$ cat config.mk
export PLATFORM = sky130hd
export DESIGN_NAME = decode_ctrl_pipe
export DESIGN_NICKNAME = d
export VERILOG_FILES = /design/src/rtl/decode_ctrl_pipe.sv
export SDC_FILE = /design/constraint.sdc
export NUM_CORES = 1
export LEC_CHECK = 0
export ABC_AREA = 1
export CAP_MARGIN = 20
export CORE_MARGIN = 3
export CORE_UTILIZATION = 39
export CTS_BUF_LIST = sky130_fd_sc_hd__clkbuf_8
export CTS_CLUSTER_DIAMETER = 100
export DETAILED_ROUTE_END_ITERATION = 12
export PLACE_DENSITY = 0.76
export SKIP_LAST_GASP = 1
export SLEW_MARGIN = 20
export SYNTH_ARGS = -nofsm -noshare
export SYNTH_HDL_FRONTEND = slang
export SYNTH_SLANG_ARGS = --single-unit
$ cat constraint.sdc
create_clock -name CLK -period 1.6 [get_ports CLK]
set_input_delay 0.32 -clock CLK [delete_from_list [all_inputs] [get_ports CLK]]
set_output_delay 0.32 -clock CLK [all_outputs]
set_load 0.005 [all_outputs]
$ cat src/rtl/decode_ctrl_pipe.sv
// Registered MIPS instruction-decode stage (ID/EX) with load-use stall, valid/ready
// backpressure, flush, sticky HALT and an LL/SC link reservation (DECODE_LLSC_EN).
module decode_ctrl_pipe #(
    parameter int REG_IDX_W   = 5,
    parameter int LINK_ADDR_W = 30
) (
    input  logic                   CLK,
    input  logic                   RST,
    input  logic                   instr_valid,
    input  logic [31:0]            instr,
    output logic                   instr_ready,
    input  logic                   flush,
    input  logic                   ex_ready,
    output logic                   ex_valid,
    output logic [3:0]             ex_aluop,
    output logic [REG_IDX_W-1:0]   ex_wsel,
    output logic                   ex_regwr,
    output logic                   ex_memrd,
    output logic                   ex_memwr,
    output logic                   ex_use_imm,
    output logic                   ex_use_shamt,
    output logic                   ex_halt,
    output logic                   ex_illegal,
    output logic [1:0]             ex_br,
    output logic [1:0]             ex_jump,
    output logic [31:0]            ex_imm,
    input  logic                   link_set,
    input  logic [LINK_ADDR_W-1:0] link_addr,
    input  logic                   sc_check,
    output logic                   sc_success,
    input  logic                   snoop_inv,
    input  logic [LINK_ADDR_W-1:0] snoop_addr
);
    localparam logic [3:0] ALU_ADD = 4'd0, ALU_SUB = 4'd1, ALU_AND = 4'd2, ALU_OR  = 4'd3,
                           ALU_XOR = 4'd4, ALU_NOR = 4'd5, ALU_SLT = 4'd6, ALU_SLTU = 4'd7,
                           ALU_SLL = 4'd8, ALU_SRL = 4'd9;
    localparam logic [5:0] OP_RTYPE = 6'h00, OP_J = 6'h02, OP_JAL = 6'h03, OP_BEQ = 6'h04,
                           OP_BNE = 6'h05, OP_ADDIU = 6'h09, OP_SLTI = 6'h0A, OP_SLTIU = 6'h0B,
                           OP_ANDI = 6'h0C, OP_ORI = 6'h0D, OP_XORI = 6'h0E, OP_LUI = 6'h0F,
                           OP_LW = 6'h23, OP_SW = 6'h2B, OP_LL = 6'h30, OP_SC = 6'h38,
                           OP_HALT = 6'h3F;
    localparam logic [5:0] FN_SLL = 6'h00, FN_SRL = 6'h02, FN_JR = 6'h08, FN_ADD = 6'h20,
                           FN_ADDU = 6'h21, FN_SUB = 6'h22, FN_SUBU = 6'h23, FN_AND = 6'h24,
                           FN_OR = 6'h25, FN_XOR = 6'h26, FN_NOR = 6'h27, FN_SLT = 6'h2A,
                           FN_SLTU = 6'h2B;

    logic [5:0]           opc, fn;
    logic [REG_IDX_W-1:0] rs, rt, rd;
    logic [31:0]          imm_sx, imm_zx;

    assign opc    = instr[31:26];
    assign fn     = instr[5:0];
    assign rs     = instr[25:21];
    assign rt     = instr[20:16];
    assign rd     = instr[15:11];
    assign imm_sx = {{16{instr[15]}}, instr[15:0]};
    assign imm_zx = {16'h0000, instr[15:0]};

    logic [3:0]           d_aluop_p0;
    logic [REG_IDX_W-1:0] d_wsel_p0;
    logic                 d_regwr_p0, d_memrd_p0, d_memwr_p0, d_use_imm_p0, d_use_shamt_p0;
    logic                 d_halt_p0, d_illegal_p0, rt_src_p0;
    logic [1:0]           d_br_p0, d_jump_p0;
    logic [31:0]          d_imm_p0;

    // Decode of the instruction waiting in IF/ID
    always_comb begin
        d_aluop_p0     = ALU_ADD;
        d_wsel_p0      = rt;
        d_regwr_p0     = 1'b0;
        d_memrd_p0     = 1'b0;
        d_memwr_p0     = 1'b0;
        d_use_imm_p0   = 1'b0;
        d_use_shamt_p0 = 1'b0;
        d_halt_p0      = 1'b0;
        d_illegal_p0   = 1'b0;
        d_br_p0        = 2'b00;
        d_jump_p0      = 2'b00;
        d_imm_p0       = 32'h0;
        rt_src_p0      = 1'b0;
        case (opc)
            OP_RTYPE: begin
                d_wsel_p0  = rd;
                d_regwr_p0 = 1'b1;
                rt_src_p0  = 1'b1;
                case (fn)
                    FN_ADD, FN_ADDU: d_aluop_p0 = ALU_ADD;
                    FN_SUB, FN_SUBU: d_aluop_p0 = ALU_SUB;
                    FN_AND:  d_aluop_p0 = ALU_AND;
                    FN_OR:   d_aluop_p0 = ALU_OR;
                    FN_XOR:  d_aluop_p0 = ALU_XOR;
                    FN_NOR:  d_aluop_p0 = ALU_NOR;
                    FN_SLT:  d_aluop_p0 = ALU_SLT;
                    FN_SLTU: d_aluop_p0 = ALU_SLTU;
                    FN_SLL:  begin d_aluop_p0 = ALU_SLL; d_use_shamt_p0 = 1'b1; end
                    FN_SRL:  begin d_aluop_p0 = ALU_SRL; d_use_shamt_p0 = 1'b1; end
                    FN_JR:   begin d_jump_p0 = 2'b10; d_regwr_p0 = 1'b0; end
                    default: d_illegal_p0 = 1'b1;
                endcase
            end
            OP_J:     begin d_jump_p0 = 2'b01; d_wsel_p0 = '0; d_imm_p0 = {6'b0, instr[25:0]}; end
            OP_JAL: begin
                d_jump_p0  = 2'b01;
                d_regwr_p0 = 1'b1;
                d_wsel_p0  = REG_IDX_W'(31);
                d_imm_p0   = {6'b0, instr[25:0]};
            end
            OP_BEQ:   begin d_br_p0 = 2'b01; d_aluop_p0 = ALU_SUB; d_imm_p0 = imm_sx; rt_src_p0 = 1'b1; end
            OP_BNE:   begin d_br_p0 = 2'b10; d_aluop_p0 = ALU_SUB; d_imm_p0 = imm_sx; rt_src_p0 = 1'b1; end
            OP_ADDIU: begin d_regwr_p0 = 1'b1; d_use_imm_p0 = 1'b1; d_imm_p0 = imm_sx; end
            OP_SLTI:  begin d_regwr_p0 = 1'b1; d_use_imm_p0 = 1'b1; d_imm_p0 = imm_sx; d_aluop_p0 = ALU_SLT; end
            OP_SLTIU: begin d_regwr_p0 = 1'b1; d_use_imm_p0 = 1'b1; d_imm_p0 = imm_sx; d_aluop_p0 = ALU_SLTU; end
            OP_ANDI:  begin d_regwr_p0 = 1'b1; d_use_imm_p0 = 1'b1; d_imm_p0 = imm_zx; d_aluop_p0 = ALU_AND; end
            OP_ORI:   begin d_regwr_p0 = 1'b1; d_use_imm_p0 = 1'b1; d_imm_p0 = imm_zx; d_aluop_p0 = ALU_OR; end
            OP_XORI:  begin d_regwr_p0 = 1'b1; d_use_imm_p0 = 1'b1; d_imm_p0 = imm_zx; d_aluop_p0 = ALU_XOR; end
            // rs field of LUI is zero, so ALU_ADD yields the shifted immediate
            OP_LUI:   begin d_regwr_p0 = 1'b1; d_use_imm_p0 = 1'b1; d_imm_p0 = {instr[15:0], 16'h0}; end
            OP_LW:    begin d_regwr_p0 = 1'b1; d_memrd_p0 = 1'b1; d_use_imm_p0 = 1'b1; d_imm_p0 = imm_sx; end
            OP_SW:    begin d_memwr_p0 = 1'b1; d_use_imm_p0 = 1'b1; d_imm_p0 = imm_sx; rt_src_p0 = 1'b1; end
`ifdef DECODE_LLSC_EN
            OP_LL:    begin d_regwr_p0 = 1'b1; d_memrd_p0 = 1'b1; d_use_imm_p0 = 1'b1; d_imm_p0 = imm_sx; end
            OP_SC: begin
                d_regwr_p0   = 1'b1;
                d_memwr_p0   = 1'b1;
                d_use_imm_p0 = 1'b1;
                d_imm_p0     = imm_sx;
                rt_src_p0    = 1'b1;
            end
`else
            OP_SC:    begin d_illegal_p0 = 1'b1; rt_src_p0 = 1'b1; end
`endif
            OP_HALT:  begin d_halt_p0 = 1'b1; d_wsel_p0 = '0; end
            default:  d_illegal_p0 = 1'b1;
        endcase
        if (d_illegal_p0) begin
            d_aluop_p0     = ALU_ADD;
            d_wsel_p0      = '0;
            d_regwr_p0     = 1'b0;
            d_memrd_p0     = 1'b0;
            d_memwr_p0     = 1'b0;
            d_use_imm_p0   = 1'b0;
            d_use_shamt_p0 = 1'b0;
            d_br_p0        = 2'b00;
            d_jump_p0      = 2'b00;
            d_imm_p0       = 32'h0;
        end
    end

    logic halted, hazard, advance, accept;

    assign hazard      = ex_valid && ex_memrd && (ex_wsel != '0) &&
                         ((ex_wsel == rs) || ((ex_wsel == rt) && rt_src_p0));
    assign advance     = !ex_valid || ex_ready;
    assign instr_ready = advance && !hazard && !halted && !flush;
    assign accept      = instr_valid && instr_ready;

    // ID/EX register
    always_ff @(posedge CLK or posedge RST) begin
        if (RST) begin
            ex_valid     <= 1'b0;
            ex_aluop     <= ALU_ADD;
            ex_wsel      <= '0;
            ex_regwr     <= 1'b0;
            ex_memrd     <= 1'b0;
            ex_memwr     <= 1'b0;
            ex_use_imm   <= 1'b0;
            ex_use_shamt <= 1'b0;
            ex_halt      <= 1'b0;
            ex_illegal   <= 1'b0;
            ex_br        <= 2'b00;
            ex_jump      <= 2'b00;
            ex_imm       <= 32'h0;
        end else if (flush) begin
            ex_valid <= 1'b0;
        end else if (advance) begin
            ex_valid <= accept;
            if (accept) begin
                ex_aluop     <= d_aluop_p0;
                ex_wsel      <= d_wsel_p0;
                ex_regwr     <= d_regwr_p0;
                ex_memrd     <= d_memrd_p0;
                ex_memwr     <= d_memwr_p0;
                ex_use_imm   <= d_use_imm_p0;
                ex_use_shamt <= d_use_shamt_p0;
                ex_halt      <= d_halt_p0;
                ex_illegal   <= d_illegal_p0;
                ex_br        <= d_br_p0;
                ex_jump      <= d_jump_p0;
                ex_imm       <= d_imm_p0;
            end
        end
    end

    always_ff @(posedge CLK or posedge RST) begin
        if (RST)                     halted <= 1'b0;
        else if (accept && d_halt_p0) halted <= 1'b1;
    end

`ifdef DECODE_LLSC_EN
    typedef enum logic {LINK_IDLE, LINK_LINKED} link_state_t;
    link_state_t            link_state, link_state_nxt;
    logic [LINK_ADDR_W-1:0] link_addr_q, link_addr_nxt;

    always_ff @(posedge CLK or posedge RST) begin
        if (RST) begin
            link_state  <= LINK_IDLE;
            link_addr_q <= '0;
        end else begin
            link_state  <= link_state_nxt;
            link_addr_q <= link_addr_nxt;
        end
    end

    // A same-cycle link_set overrides the clear caused by sc_check
    always_comb begin
        link_state_nxt = link_state;
        link_addr_nxt  = link_addr_q;
        if (link_set) begin
            link_state_nxt = LINK_LINKED;
            link_addr_nxt  = link_addr;
        end else if (link_state == LINK_LINKED &&
                     (sc_check || (snoop_inv && snoop_addr == link_addr_q))) begin
            link_state_nxt = LINK_IDLE;
        end
    end

    assign sc_success = sc_check && (link_state == LINK_LINKED) && (link_addr == link_addr_q);
`else
    logic unused_link;
    assign unused_link = ^{link_set, link_addr, sc_check, snoop_inv, snoop_addr};
    assign sc_success  = 1'b0;
`endif
endmodule

======== Word-level counts from Yosys, hierarchy flattened ========
Index checks and enable logic that the tools add are counted.
word-level totals
  bits in registers ....................... 54
  output and inout port bits .............. 55
  input port bits ......................... 100
  logic and storage cells ................. 106
cells by class
  equal/unequal tests ..................... 29
  reduce and logical (&&, ||, !) cells .... 32
  bitwise logic cells ..................... 1
  muxes and demuxes ....................... 30
operators by type and width
  kind                  count
  $pmux W32 S4          1
  $eq A6 B6 Y1 const B  14
  $eq A6 B4 Y1 const B  8
  $pmux W4 S9           1
  $mux W32              1
  $pmux W4 S7           1
  $eq A6 B2 Y1 const B  3
  $reduce_or A9 Y1      2
  $mux W1               16
  $pmux W5 S3           1
  $reduce_or A14 Y1     1
  $reduce_or A13 Y1     1
  $eq A6 B3 Y1 const B  2
  $logic_not A6 Y1      2
  $eq A5 B5 Y1          2
  $reduce_or A2 Y1      5
  $logic_and A1 B1 Y1   9
  $pmux W2 S2           2
  $reduce_or A7 Y1      1
  $mux W2               3
  $mux W5               1
  $reduce_bool A5 Y1    1
  $reduce_or A5 Y1      1
  $logic_not A1 Y1      4
  other kinds (7)       9

======== Logic depth before layout (Yosys ltp) ========
Gate-level depths: netlist of run 1.
  depth after elaboration ................. 13
  gate-level depth with buffers ........... 14
  gate-level depth less buffers ........... 12

======== Worst setup path before layout of run 1 ========
OpenSTA, ideal clock, no wires.
  kind .................................... flip-flop to output port
  start ................................... register ex_valid
  end ..................................... output port instr_ready
  required time ........................... 1.280 ns
  path buffers ............................ 1
  arrival ................................. 1.309 ns
  setup slack ............................. -0.029 ns
  cell stages (with the launch flop) ...... 7
  path through ............................ dfrtp_1 -> inv_1 -> nor2_1 -> nor3_1 -> inv_1 -> a21oi_4 -> buf_2
between the ends
  cells in the longest elaborated chain, start to end .. 7
  elaborated cells between the ends (all ways) .. 9
  those cells by class .................... reduce/logical: 9
ends and longest elaborated chain
  what                                  line  text
  start: declaration                    14    output logic ex_valid,
  start signal: assignment              176   ex_valid <= accept;
  $logic_and A1 B1 Y1 (3 in a row)      151   assign hazard = ex_valid && ex_memrd && (ex_wsel != '0) &&
  $logic_not A1 Y1                      154   assign instr_ready = advance && !hazard && !halted && !flush;
  $logic_and A1 B1 Y1 (*) (3 in a row)  154
  end: declaration                      11    output logic instr_ready,
Mark *: on every way between the ends. The rest lies on a longest branch, timed or not.

======== Worst setup path after layout of run 1 ========
  start ................................... input port instr[19]
  end ..................................... output port instr_ready
between the ends
  cells in the longest elaborated chain, start to end .. 8
ends and longest elaborated chain
  what                              line  text
  start: declaration                10    input logic [31:0] instr,
  $eq A5 B5 Y1                      152   ((ex_wsel == rs) || ((ex_wsel == rt) && rt_src_p0));
  $logic_and A1 B1 Y1               152
  $logic_or A1 B1 Y1                152
  $logic_and A1 B1 Y1               151
  $logic_not A1 Y1                  154
  $logic_and A1 B1 Y1 (3 in a row)  154
No other way between the ends.

==> results by group, run 1 <==
Worst setup path
  • Delay-heaviest family, CP: buffers and inverters
  • WP buf/inv: 3
  • Critical path class: input port to primary output
  • CP Data Arrival Time: 1.62 ns
  • Data required time of the worst path: 1.28 ns
  • Worst setup SP type: input port
  • CP endpoint kind: primary output
  • Crit-path max cell delay: 0.50 ns
  • Most common cell on crit path: nand2_1
  • Critical path peak fanout: 2
  • Cell Chain, Critical Path: clkdlybuf4s50_1 > inv_1 > nand2_1 > nand4_1 > nor2_1 > nand2_1 > nand2_2 > a21oi_4 > buf_2
  • CP max stage cell: clkdlybuf4s50_1

Global route
  • Initial antenna violation count: 0
  • Total track usage: 0.2325
  • Global-route met3 utilization: 0.03460
  • Global-route wire length before repair: 18770 um
  • Number of global-route vias before repair: 3894
  • GR Util met2: 0.4021
  • Global routing's busiest layer: met2
  • Largest net degree at the start of global routing: 55
  • Met1 Usage GRT: 0.3039
  • GRT Residual Overflow: 0

Clock tree
  • Worst-Skew Late Latency: 0.31 ns
  • CTS tree: built
  • Clk sinks: 54
  • H-tree Lvls: 2
  • Clock Tree Buf Depth: 2
  • Num CTS Buffers: 5
  • Root Driver: clkbuf_8
  • Clock-pin slew on the worst setup and hold paths: 0.10 ns
  • Hold-fix buffers at CTS: 0

STA
  • Setup WS post-layout: -0.3381 ns
  • Period minus WS final: 1.938 ns
  • Achievable Freq: 0.5160 GHz
  • Unrepaired setup endpoints after global routing: true
  • WHS: 0.4142 ns
  • # setup viols final: 55
  • Clock skew: 0.005795 ns
  • Setup TNS: -13.28 ns
  • Slew Limit Fails: 0
  • Hold Vio Cnt, Final: 0
  • Final Cycle Share: 1.211

Outcome
  • Status: finished, violations left
  • Failing checks: setup timing

Power and ir drop
  • Maximum VDD drop: 0.4118 mV
  • Leakage Power: 0.003037 uW
  • PwrDens: 491.2 mW/mm^2
  • Power, Total: 2764 uW

Floorplan
  • Die Ht: 100.6 um
  • Chip width: 100.6 um
  • Core region area: 0.008464 sq mm
  • I/O pins: 155
  • Initial Util: 0.4120
  • Row Count: 33
  • Die area: 0.01011 sq mm

Logic synthesis
  • Post-Syn Area: 0.003487 sq mm
  • Yosys Warn Count: 0
  • Syn_nets: 611
  • Post-synthesis sequential area ratio: 0.3875
  • Post-synth top area share: 0.3875
  • Top area cells in the synthesized netlist: dfrtp_1, nand2_1, nand3_1, inv_1, o21ai_0
  • Top_reg_cell synth: dfrtp_1
  • Post-synthesis cell type count: 34
  • Post-synth ARST share: 1.000
  • Syn avg cell area: 6.824 sq um
  • Largest area contributor in the netlist: dfrtp_1
  • Synth Register Bits: 54
  • Number of enable flip-flop cells after synthesis: 0
  • Mapped Cells: 511

Routing
  • Pre-antenna DRT Iters: 5
  • DR DRC count: 0
  • Vias: 4037
  • Detail Route Antenna Nets: 0
  • Initial DRC count: 245
  • Vias/cell: 5.130
  • Final wirelength: 11940 um
  • Wire length per cell: 15.17 um

Place
  • Routability cong.: 0.9342
  • IO Port Bufs: 90
  • Dpl hpwl: 8312 um
  • Setup Slack @ Placement: -0.7429 ns

Finish
  • Nets: 781
  • Most frequent cells in the layout: nand2_1, buf_4, clkdlybuf4s50_1
  • Antenna diode count: 0
  • Share of cells above drive strength 1: 0.2889
  • Most common cell after layout, fill and taps aside: nand2_1
  • Layout overhead on the synthesized area: 61.36%

Worst hold path
  • Hold Path Class: input port to async pin

Job
  • Max-capacitance violation count: 0
## state kept, by name, indices dropped and copies added (netlist names)
signal	cells
ex_memwr	1
ex_memrd	1
ex_jump	2
ex_aluop	4
ex_br	2
ex_illegal	1
halted	1
ex_halt	1
ex_use_shamt	1
ex_wsel	5
ex_use_imm	1
ex_regwr	1
ex_imm	32
ex_valid	1
## kinds of logic after synthesis
logic type             share of synthesized area
AO/OA/AOI/OAI                            0.07858
XOR/XNOR                                 0.01005
buffers and inverters                     0.1116
flip-flops                                0.3875
other                                   0.001075
AND/OR/NAND/NOR                           0.4112
## metal layers
layer	share of wire	wire length (um)	vias up
met3	0.065	771	24
met2	0.50	5915	162
met1	0.42	5028	1885
li1	-	-	1966
met5	0	0	-
met4	0.019	222	0
## cells in the mapped netlist, types with 3 or more instances
library cell / instances
dfrtp_1: 54
clkbuf_1: 7
buf_4: 3
nand2_1: 192
buf_2: 8
o21ai_0: 26
a21oi_1: 7
buf_6: 7
nand3_1: 61
inv_1: 56
nand2_2: 13
xnor2_1: 4
a22o_1: 3
o22ai_1: 5
nor2_1: 25
nand3_2: 4
nand4_1: 14
## timing repair
item | in CTS | in global routing
gates resized for setup | 39 | 88
pin swaps | 7 | 23
setup buffers | 14 | 5
cloned | 4 | 3
setup endpoints to repair | 62 | 58
## report_power, final
part	switching, uW	internal [uW]	total (uW)
Clock	475	398	874
Combinational	267	238	505
Sequential	9.69	1380	1380
Total	752	2010	2760
## per-stage QoR
step	area, sq um	utilization	instances
final	5627	0.6647	787
after global routing	5627	0.6647	787
after CTS	5361	0.6334	785
after detailed placement	5007	0.5916	759
after global placement	5007	0.5916	759
after floorplan	3496	-	511
## worst min-delay path: cells and delay by family
family / cells / cell delay [ns]
buffers and inverters: 3 / 0.81
## final cells by class
cell class	instances	area, sq um
Clock inverter	1	8.758
Fill cell	703	2838
Inverter	58	221.5
Timing Repair Buffer	189	1829
Tap cell	105	131.4
Clock buffer	7	96.34
Sequential cell	54	1351
Multi-Input combinational cell	373	1988
## worst paths after layout
| check | from | to | slack, ns | cells past startpoint |
|---|---|---|---|---|
| worst min register to register | ex_aluop[3] | ex_aluop[3] | 0.49 | 2 |
| worst max-delay path | instr[19] | instr_ready | -0.34 | 9 |
| worst min-delay path | RST | ex_imm[11] | 0.41 | 3 |
| min in group CLK | instr_valid | ex_illegal | 0.42 | 3 |
| worst max register to register | ex_wsel[3] | ex_imm[28] | -0.32 | 13 |
| max in group asynchronous | RST | ex_br[0] | 0.93 | 3 |
Power figures use the tool's default switching activity.
==> run 2: changes to the inputs <==
--- a/config.mk
+++ b/config.mk
@@ -5,14 +5,14 @@
 export SDC_FILE = /design/constraint.sdc
 export NUM_CORES = 1
 export LEC_CHECK = 0
-export ABC_AREA = 1
+export ABC_AREA = 0
 export CAP_MARGIN = 20
 export CORE_MARGIN = 3
-export CORE_UTILIZATION = 39
+export CORE_UTILIZATION = 37
 export CTS_BUF_LIST = sky130_fd_sc_hd__clkbuf_8
 export CTS_CLUSTER_DIAMETER = 100
 export DETAILED_ROUTE_END_ITERATION = 12
-export PLACE_DENSITY = 0.76
+export PLACE_DENSITY = 0.78
 export SKIP_LAST_GASP = 1
 export SLEW_MARGIN = 20
 export SYNTH_ARGS = -nofsm -noshare
==> results by group, run 2 <==
Logic synthesis
  • Post-synth top area share: 0.4673 (+0.07982)
  • Synth Register Bits: 54 (unchanged)
  • Top cells by count, synth: dfrtp_1, a21oi_1, nand2_1
  • Largest area contributor in the netlist: dfrtp_1
  • Number of enable flip-flop cells after synthesis: 0 (unchanged)
  • Yosys Warn Count: 0 (unchanged)
  • Syn avg cell area: 9.480 sq um (+39%)
  • Post-synth ARST share: 1.000 (unchanged)
  • Top_reg_cell synth: dfrtp_1
  • Post-synthesis cell type count: 49 (+44%)
  • Mapped Cells: 305 (-40%)
  • Syn_nets: 405 (-34%)
  • Top-count cell post-synth: dfrtp_1
  • Top area cells in the synthesized netlist: dfrtp_1, a22o_1, a21oi_1, a21o_1, nand2_1
  • Post-Syn Area: 0.002892 sq mm (-17%)
  • Post-synthesis sequential area ratio: 0.4673 (+0.07982)

Floorplan
  • I/O pins: 155 (unchanged)
  • Die area: 0.008911 sq mm (-12%)
  • Row Count: 31 (-6.1%)
  • Initial Util: 0.3903 (-0.02167)
  • Core region area: 0.007408 sq mm (-12%)
  • Die Ht: 94.40 um (-6.1%)
  • Chip width: 94.40 um (-6.1%)

Finish
  • Antenna diode count: 0 (unchanged)
  • Post-route cell area: 0.004930 sq mm (-12%)
  • Layout overhead on the synthesized area: 70.49%
  • Share of cells above drive strength 1: 0.2959 (+0.007040)
  • Largest register FFs: 32 (unchanged)
  • Most common cell after layout, fill and taps aside: clkdlybuf4s50_1
  • Nets: 563 (-28%)
  • Most frequent cells in the layout: clkdlybuf4s50_1, buf_4, dfrtp_1
  • Largest registers: ex_imm (32), ex_wsel (5), ex_aluop (4)
  • Multi-input gate area: 0.001633 sq mm (-18%)
  • Layout Utilization: 0.6654 (+0.0006830)
  • Largest Register: ex_imm
  • Sequential cell area: 0.001351 sq mm (unchanged)
  • Fill cells: 572 (-19%)

Job
  • Max-capacitance violation count: 0 (unchanged)

Worst setup path
  • Most common cell on crit path: buf_4
  • Crit-path max cell delay: 0.41 ns (-0.09 ns)
  • Worst reg2reg path depth: 11 (-2)
  • WP buf/inv: 5 (+2)
  • CP Data Arrival Time: 2.55 ns (+0.93 ns)
  • CP endpoint kind: flop
  • Launching point of the worst reg2reg path: ex_wsel[2]
  • Reg2reg end: ex_imm[24]
  • Worst setup SP type: flop
  • Cell Chain, Critical Path: buf_6 > xor2_2 > nor4_2 > o211ai_1 > buf_4 > o2111ai_4 > buf_4 > clkbuf_16 > buf_4 > a21oi_1 > a21o_1
  • Data required time of the worst path: 1.80 ns (+0.52 ns)
  • Delay-heaviest family, CP: buffers and inverters
  • R2r setup slk: -0.75 ns (-0.43 ns)
  • Critical path peak fanout: 6 (+4)
  • CP max stage cell: dfrtp_1
  • Critical path class: flop to flop

STA
  • Final Cycle Share: 1.472 (+0.2604)
  • # setup viols final: 56 (+1.8%)
  • Hold Vio Cnt, Final: 0 (unchanged)
  • Achievable Freq: 0.4247 GHz (-18%)
  • Slew Limit Fails: 0 (unchanged)
  • Clock skew: 0.01017 ns (+0.004376 ns)
  • Setup WS post-layout: -0.7548 ns (-0.4167 ns)
  • Period minus WS final: 2.355 ns (+0.4167 ns)
  • Unrepaired setup endpoints after global routing: true
  • WHS: 0.4225 ns (+0.008299 ns)

Clock tree
  • Num CTS Buffers: 5 (unchanged)
  • H-tree Lvls: 2 (unchanged)
  • CTS tree: built
  • Clk sinks: 54 (unchanged)
  • Worst-Skew Late Latency: 0.31 ns (about the same)
  • Hold-fix buffers at CTS: 0 (unchanged)
  • Root Driver: clkbuf_8
  • Clock Tree Buf Depth: 2 (unchanged)
  • Clock-pin slew on the worst setup and hold paths: 0.10 ns (about the same)

Power and ir drop
  • Leakage Power: 0.002330 uW (-23%)
  • PwrDens: 660.3 mW/mm^2 (+34%)
  • Maximum VDD drop: 0.3987 mV (-3.2%)

Outcome
  • Failing checks: setup timing
  • Status: finished, violations left

Routing
  • Initial DRC count: 266 (+8.6%)
  • Vias: 3068 (-24%)
  • Wire length per cell: 18.06 um (+19%)
  • Final wirelength: 10150 um (-15%)
  • DR DRC count: 0 (unchanged)
  • Detail Route Antenna Nets: 0 (unchanged)
  • Vias/cell: 5.459 (+6.4%)
  • Pre-antenna DRT Iters: 4 (-1)

Global route
  • Largest net degree at the start of global routing: 55 (unchanged)
  • Initial antenna violation count: 0 (unchanged)
  • Number of global-route vias before repair: 3037 (-22%)
  • Global-route wire length before repair: 15310 um (-18%)
  • GRT Residual Overflow: 0 (unchanged)
  • Total track usage: 0.2181 (-0.01437)

Place
  • IO Port Bufs: 90 (unchanged)
  • Setup Slack @ Placement: -1.063 ns (-0.3197 ns)
  • Post-Place Cell Area: 0.004474 sq mm (-11%)
  • Routability cong.: 0.8812 (-5.7%)
  • Dpl hpwl: 6922 um (-17%)

Worst hold path
  • Hold Path Class: input port to async pin
==> run 2: cell type report <==
class,instances,area share
inverter,5,0.004569
tap,99,0.02513
sequential,54,0.2741
timing repair buffer,177,0.3482
clock buffer,5,0.01396
clock inverter,2,0.002792
multi-input combinational,220,0.3312
==> run 2: through the flow <==
stage / setup TNS, ns / total power [uW] / std cells
finish: -37.66 / 3255 / 562
global route: -43.19 / 3401 / 562
CTS: -34.17 / 3160 / 554
detailed placement: -53.51 / 2371 / 540
global placement: -52.05 / 2362 / 540
floorplan: -27.36 / 1860 / 305
==> run 2: worst max path at each step <==
stage	endpoint	slack [ns]	from	cells after the start
after floorplan	ex_aluop[3]	-0.57	ex_wsel[3]	7
after global placement	instr_ready	-1.06	instr[26]	7
after detailed placement	instr_ready	-1.06	instr[30]	7
after CTS	ex_imm[10]	-0.68	ex_wsel[2]	10
after global routing	ex_imm[21]	-0.84	ex_wsel[2]	11
final	ex_imm[24]	-0.75	ex_wsel[2]	11
==> run 2: worst min-delay path, delay by kind of cell <==
family	cells	cell delay, ns
buffers and inverters	3	0.80
==> run 2: power breakdown <==
group	total [uW]	internal [uW]	switching (uW)
logic	968	548	420
registers	1510	1450	56.9
clock network	779	305	474
total	3250	2300	951
==> run 2: layer usage <==
metal	GRT usage	vias to the layer above	routed length, um
li1	-	1430	-
met1	0.3032	1493	4583
met2	0.3517	130	4762
met3	0.04223	15	654
met4	0.05415	0	148
met5	0	-	0
==> run 2: what timing repair did <==
item,4_1_cts,5_1_grt
pin swaps,10,14
gates resized for setup,29,37
buffers inserted,7,6
setup endpoints to repair,62,56
gates cloned,0,2
==> run 2: logic make-up (layout without fill, tap and decap cells) <==
group           after synthesis  after routing  synth area share
compound gates              118            118            0.2769
simple gates                 87             87            0.1636
flops                        54             54            0.4673
buf+inv                      31            189           0.04717
xor+xnor                     12             12           0.03635
mux                           2              2          0.007356
other cells                   1              1          0.001297
==> run 3: changes to the inputs <==
--- a/config.mk
+++ b/config.mk
@@ -7,7 +7,6 @@
 export LEC_CHECK = 0
 export ABC_AREA = 0
 export CAP_MARGIN = 20
-export CORE_MARGIN = 3
 export CORE_UTILIZATION = 37
 export CTS_BUF_LIST = sky130_fd_sc_hd__clkbuf_8
 export CTS_CLUSTER_DIAMETER = 100
==> results by group, run 3 (synthesis results as in run 2) <==
Finish
  • Layout overhead on the synthesized area: 69.84%
  • Fill cells: 569 (-0.52%)
  • Largest register FFs: 32 (unchanged)
  • Largest Register: ex_imm
  • Largest registers: ex_imm (32), ex_wsel (5), ex_aluop (4)
  • Most frequent cells in the layout: buf_4, clkdlybuf4s50_1, dfrtp_1
  • Nets: 570 (+1.2%)
  • Non-filler cells, final: 570 (+1.4%)
  • Post-route cell area: 0.004911 sq mm (-0.38%)
  • Multi-input gate area: 0.001546 sq mm (-5.3%)
  • Share of cells above drive strength 1: 0.2766 (-0.01930)
  • Most common cell after layout, fill and taps aside: buf_4
  • Sequential cell area: 0.001351 sq mm (unchanged)

Place
  • IO Port Bufs: 90 (unchanged)
  • Setup Slack @ Placement: -1.088 ns (-0.02505 ns)
  • Post-Place Cell Area: 0.004519 sq mm (+1.0%)
  • Dpl hpwl: 6536 um (-5.6%)
  • DP Cell Count: 546 (+1.1%)
  • Routability cong.: 0.8326 (-5.5%)

Floorplan
  • Die Ht: 90.40 um (-4.2%)
  • Core region area: 0.007408 sq mm (unchanged)
  • Row Count: 31 (unchanged)
  • Die area: 0.008172 sq mm (-8.3%)
  • Initial Util: 0.3903 (unchanged)
  • Chip width: 90.40 um (-4.2%)
  • I/O pins: 155 (unchanged)

Worst setup path
  • CP Data Arrival Time: 2.58 ns (+0.03 ns)
  • Critical path peak fanout: 6 (unchanged)
  • Launching point of the worst reg2reg path: ex_wsel[1]
  • Reg2reg end: ex_imm[12]
  • CP endpoint kind: flop
  • Critical path class: flop to flop
  • Worst reg2reg path depth: 10 (-1)
  • Data required time of the worst path: 1.80 ns (about the same)
  • Worst setup SP type: flop
  • R2r setup slk: -0.78 ns (-0.03 ns)

Global route
  • Initial antenna violation count: 1 (+1)
  • GRT Residual Overflow: 0 (unchanged)
  • Largest net degree at the start of global routing: 55 (unchanged)
  • Total track usage: 0.2336 (+0.01546)
  • Number of global-route vias before repair: 2981 (-1.8%)
  • Global-route wire length before repair: 15250 um (-0.40%)

Routing
  • Initial DRC count: 201 (-24%)
  • Detail Route Antenna Nets: 0 (unchanged)
  • DR DRC count: 0 (unchanged)
  • Final wirelength: 9465 um (-6.7%)
  • Vias/cell: 5.335 (-2.3%)
  • Wire length per cell: 16.61 um (-8.0%)
  • Pre-antenna DRT Iters: 5 (+1)
  • Vias: 3041 (-0.88%)

Clock tree
  • H-tree Lvls: 2 (unchanged)
  • Worst-Skew Late Latency: 0.31 ns (about the same)
  • CTS tree: built
  • Clk sinks: 54 (unchanged)
  • Num CTS Buffers: 5 (unchanged)
  • Clock-pin slew on the worst setup and hold paths: 0.10 ns (about the same)
  • Root Driver: clkbuf_8
  • Clock Tree Buf Depth: 2 (unchanged)
  • Hold-fix buffers at CTS: 0 (unchanged)

Outcome
  • Failing checks: setup timing
  • Status: finished, violations left

STA
  • Achievable Freq: 0.4199 GHz (-1.1%)
  • Slew Limit Fails: 0 (unchanged)
  • # setup viols final: 56 (unchanged)
  • Setup WS post-layout: -0.7814 ns (-0.02659 ns)
  • Period minus WS final: 2.381 ns (+0.02659 ns)
  • WHS: 0.4250 ns (+0.002532 ns)
  • Final Cycle Share: 1.488 (+0.01662)
  • Unrepaired setup endpoints after global routing: true
  • Clock skew: 0.009113 ns (-0.001057 ns)
  • Hold Vio Cnt, Final: 0 (unchanged)

Worst hold path
  • Hold Path Class: input port to async pin

Power and ir drop
  • PwrDens: 655.7 mW/mm^2 (-0.69%)
  • Power, Total: 3220 uW (-1.1%)
  • Maximum VDD drop: 0.4017 mV (+0.75%)
  • Leakage Power: 0.002351 uW (+0.89%)

Job
  • Max-capacitance violation count: 0 (unchanged)
==> run 3: power by group <==
| group | internal [uW] | switching (uW) |
|---|---|---|
| clock network | 304 | 466 |
| logic | 552 | 392 |
| registers | 1450 | 54.7 |
==> run 3: repair_timing <==
action                                  CTS  global route
pin swaps                                18             8
gates resized for setup                  35            13
setup buffers                            12             3
endpoints found under the hold margin     0             0
endpoints found under the setup margin   62            59
gates cloned                              2             1
==> run 3: worst max-delay path by stage <==
stage	startpoint	endpoint	slack, ns	depth (start not counted)
2_1_floorplan	ex_wsel[3]	ex_aluop[3]	-0.57	7
3_3_place_gp	instr[30]	instr_ready	-1.06	7
3_5_place_dp	instr[30]	instr_ready	-1.09	7
4_1_cts	ex_wsel[3]	ex_imm[12]	-0.72	9
5_1_grt	ex_wsel[1]	ex_aluop[1]	-0.87	10
6_report	ex_wsel[1]	ex_imm[12]	-0.78	10
==> run 3: routing by layer <==
metal	global-route usage	share of wire	up-vias
met5	0	0	-
met4	0.05511	0.012	0
met3	0.04209	0.070	9
met2	0.3683	0.46	128
met1	0.3330	0.46	1451
li1	-	-	1453
==> run 3: critical path, stage by stage (launching register included) <==
cell and delay (ns):
dfrtp_1 0.42, xor2_1 0.17, nor4_2 0.33, buf_4 0.16
o211ai_1 0.17, buf_4 0.20, o2111ai_4 0.26, buf_6 0.18
nor3b_4 0.05, buf_6 0.13, a22o_1 0.20
==> run 3: cell type report <==
type                    instances  share of cell area
repair buffers                184              0.3628
inverters                       5            0.004586
flip-flops and latches         54              0.2752
diodes                          1           0.0005096
well taps                      99             0.02522
clock buffers                   5             0.01401
multi-input cells             220              0.3149
clock inverters                 2            0.002803
==> run 3: per-stage QoR <==
| stage | setup TNS (ns) | utilization |
|---|---|---|
| 3_3_place_gp | -52.64 | 0.6100 |
| 4_1_cts | -36.46 | 0.6485 |
| 5_1_grt | -45.34 | 0.6629 |
| 6_report | -40.13 | 0.6629 |
| 2_1_floorplan | -27.36 | - |
| 3_5_place_dp | -55.31 | 0.6100 |
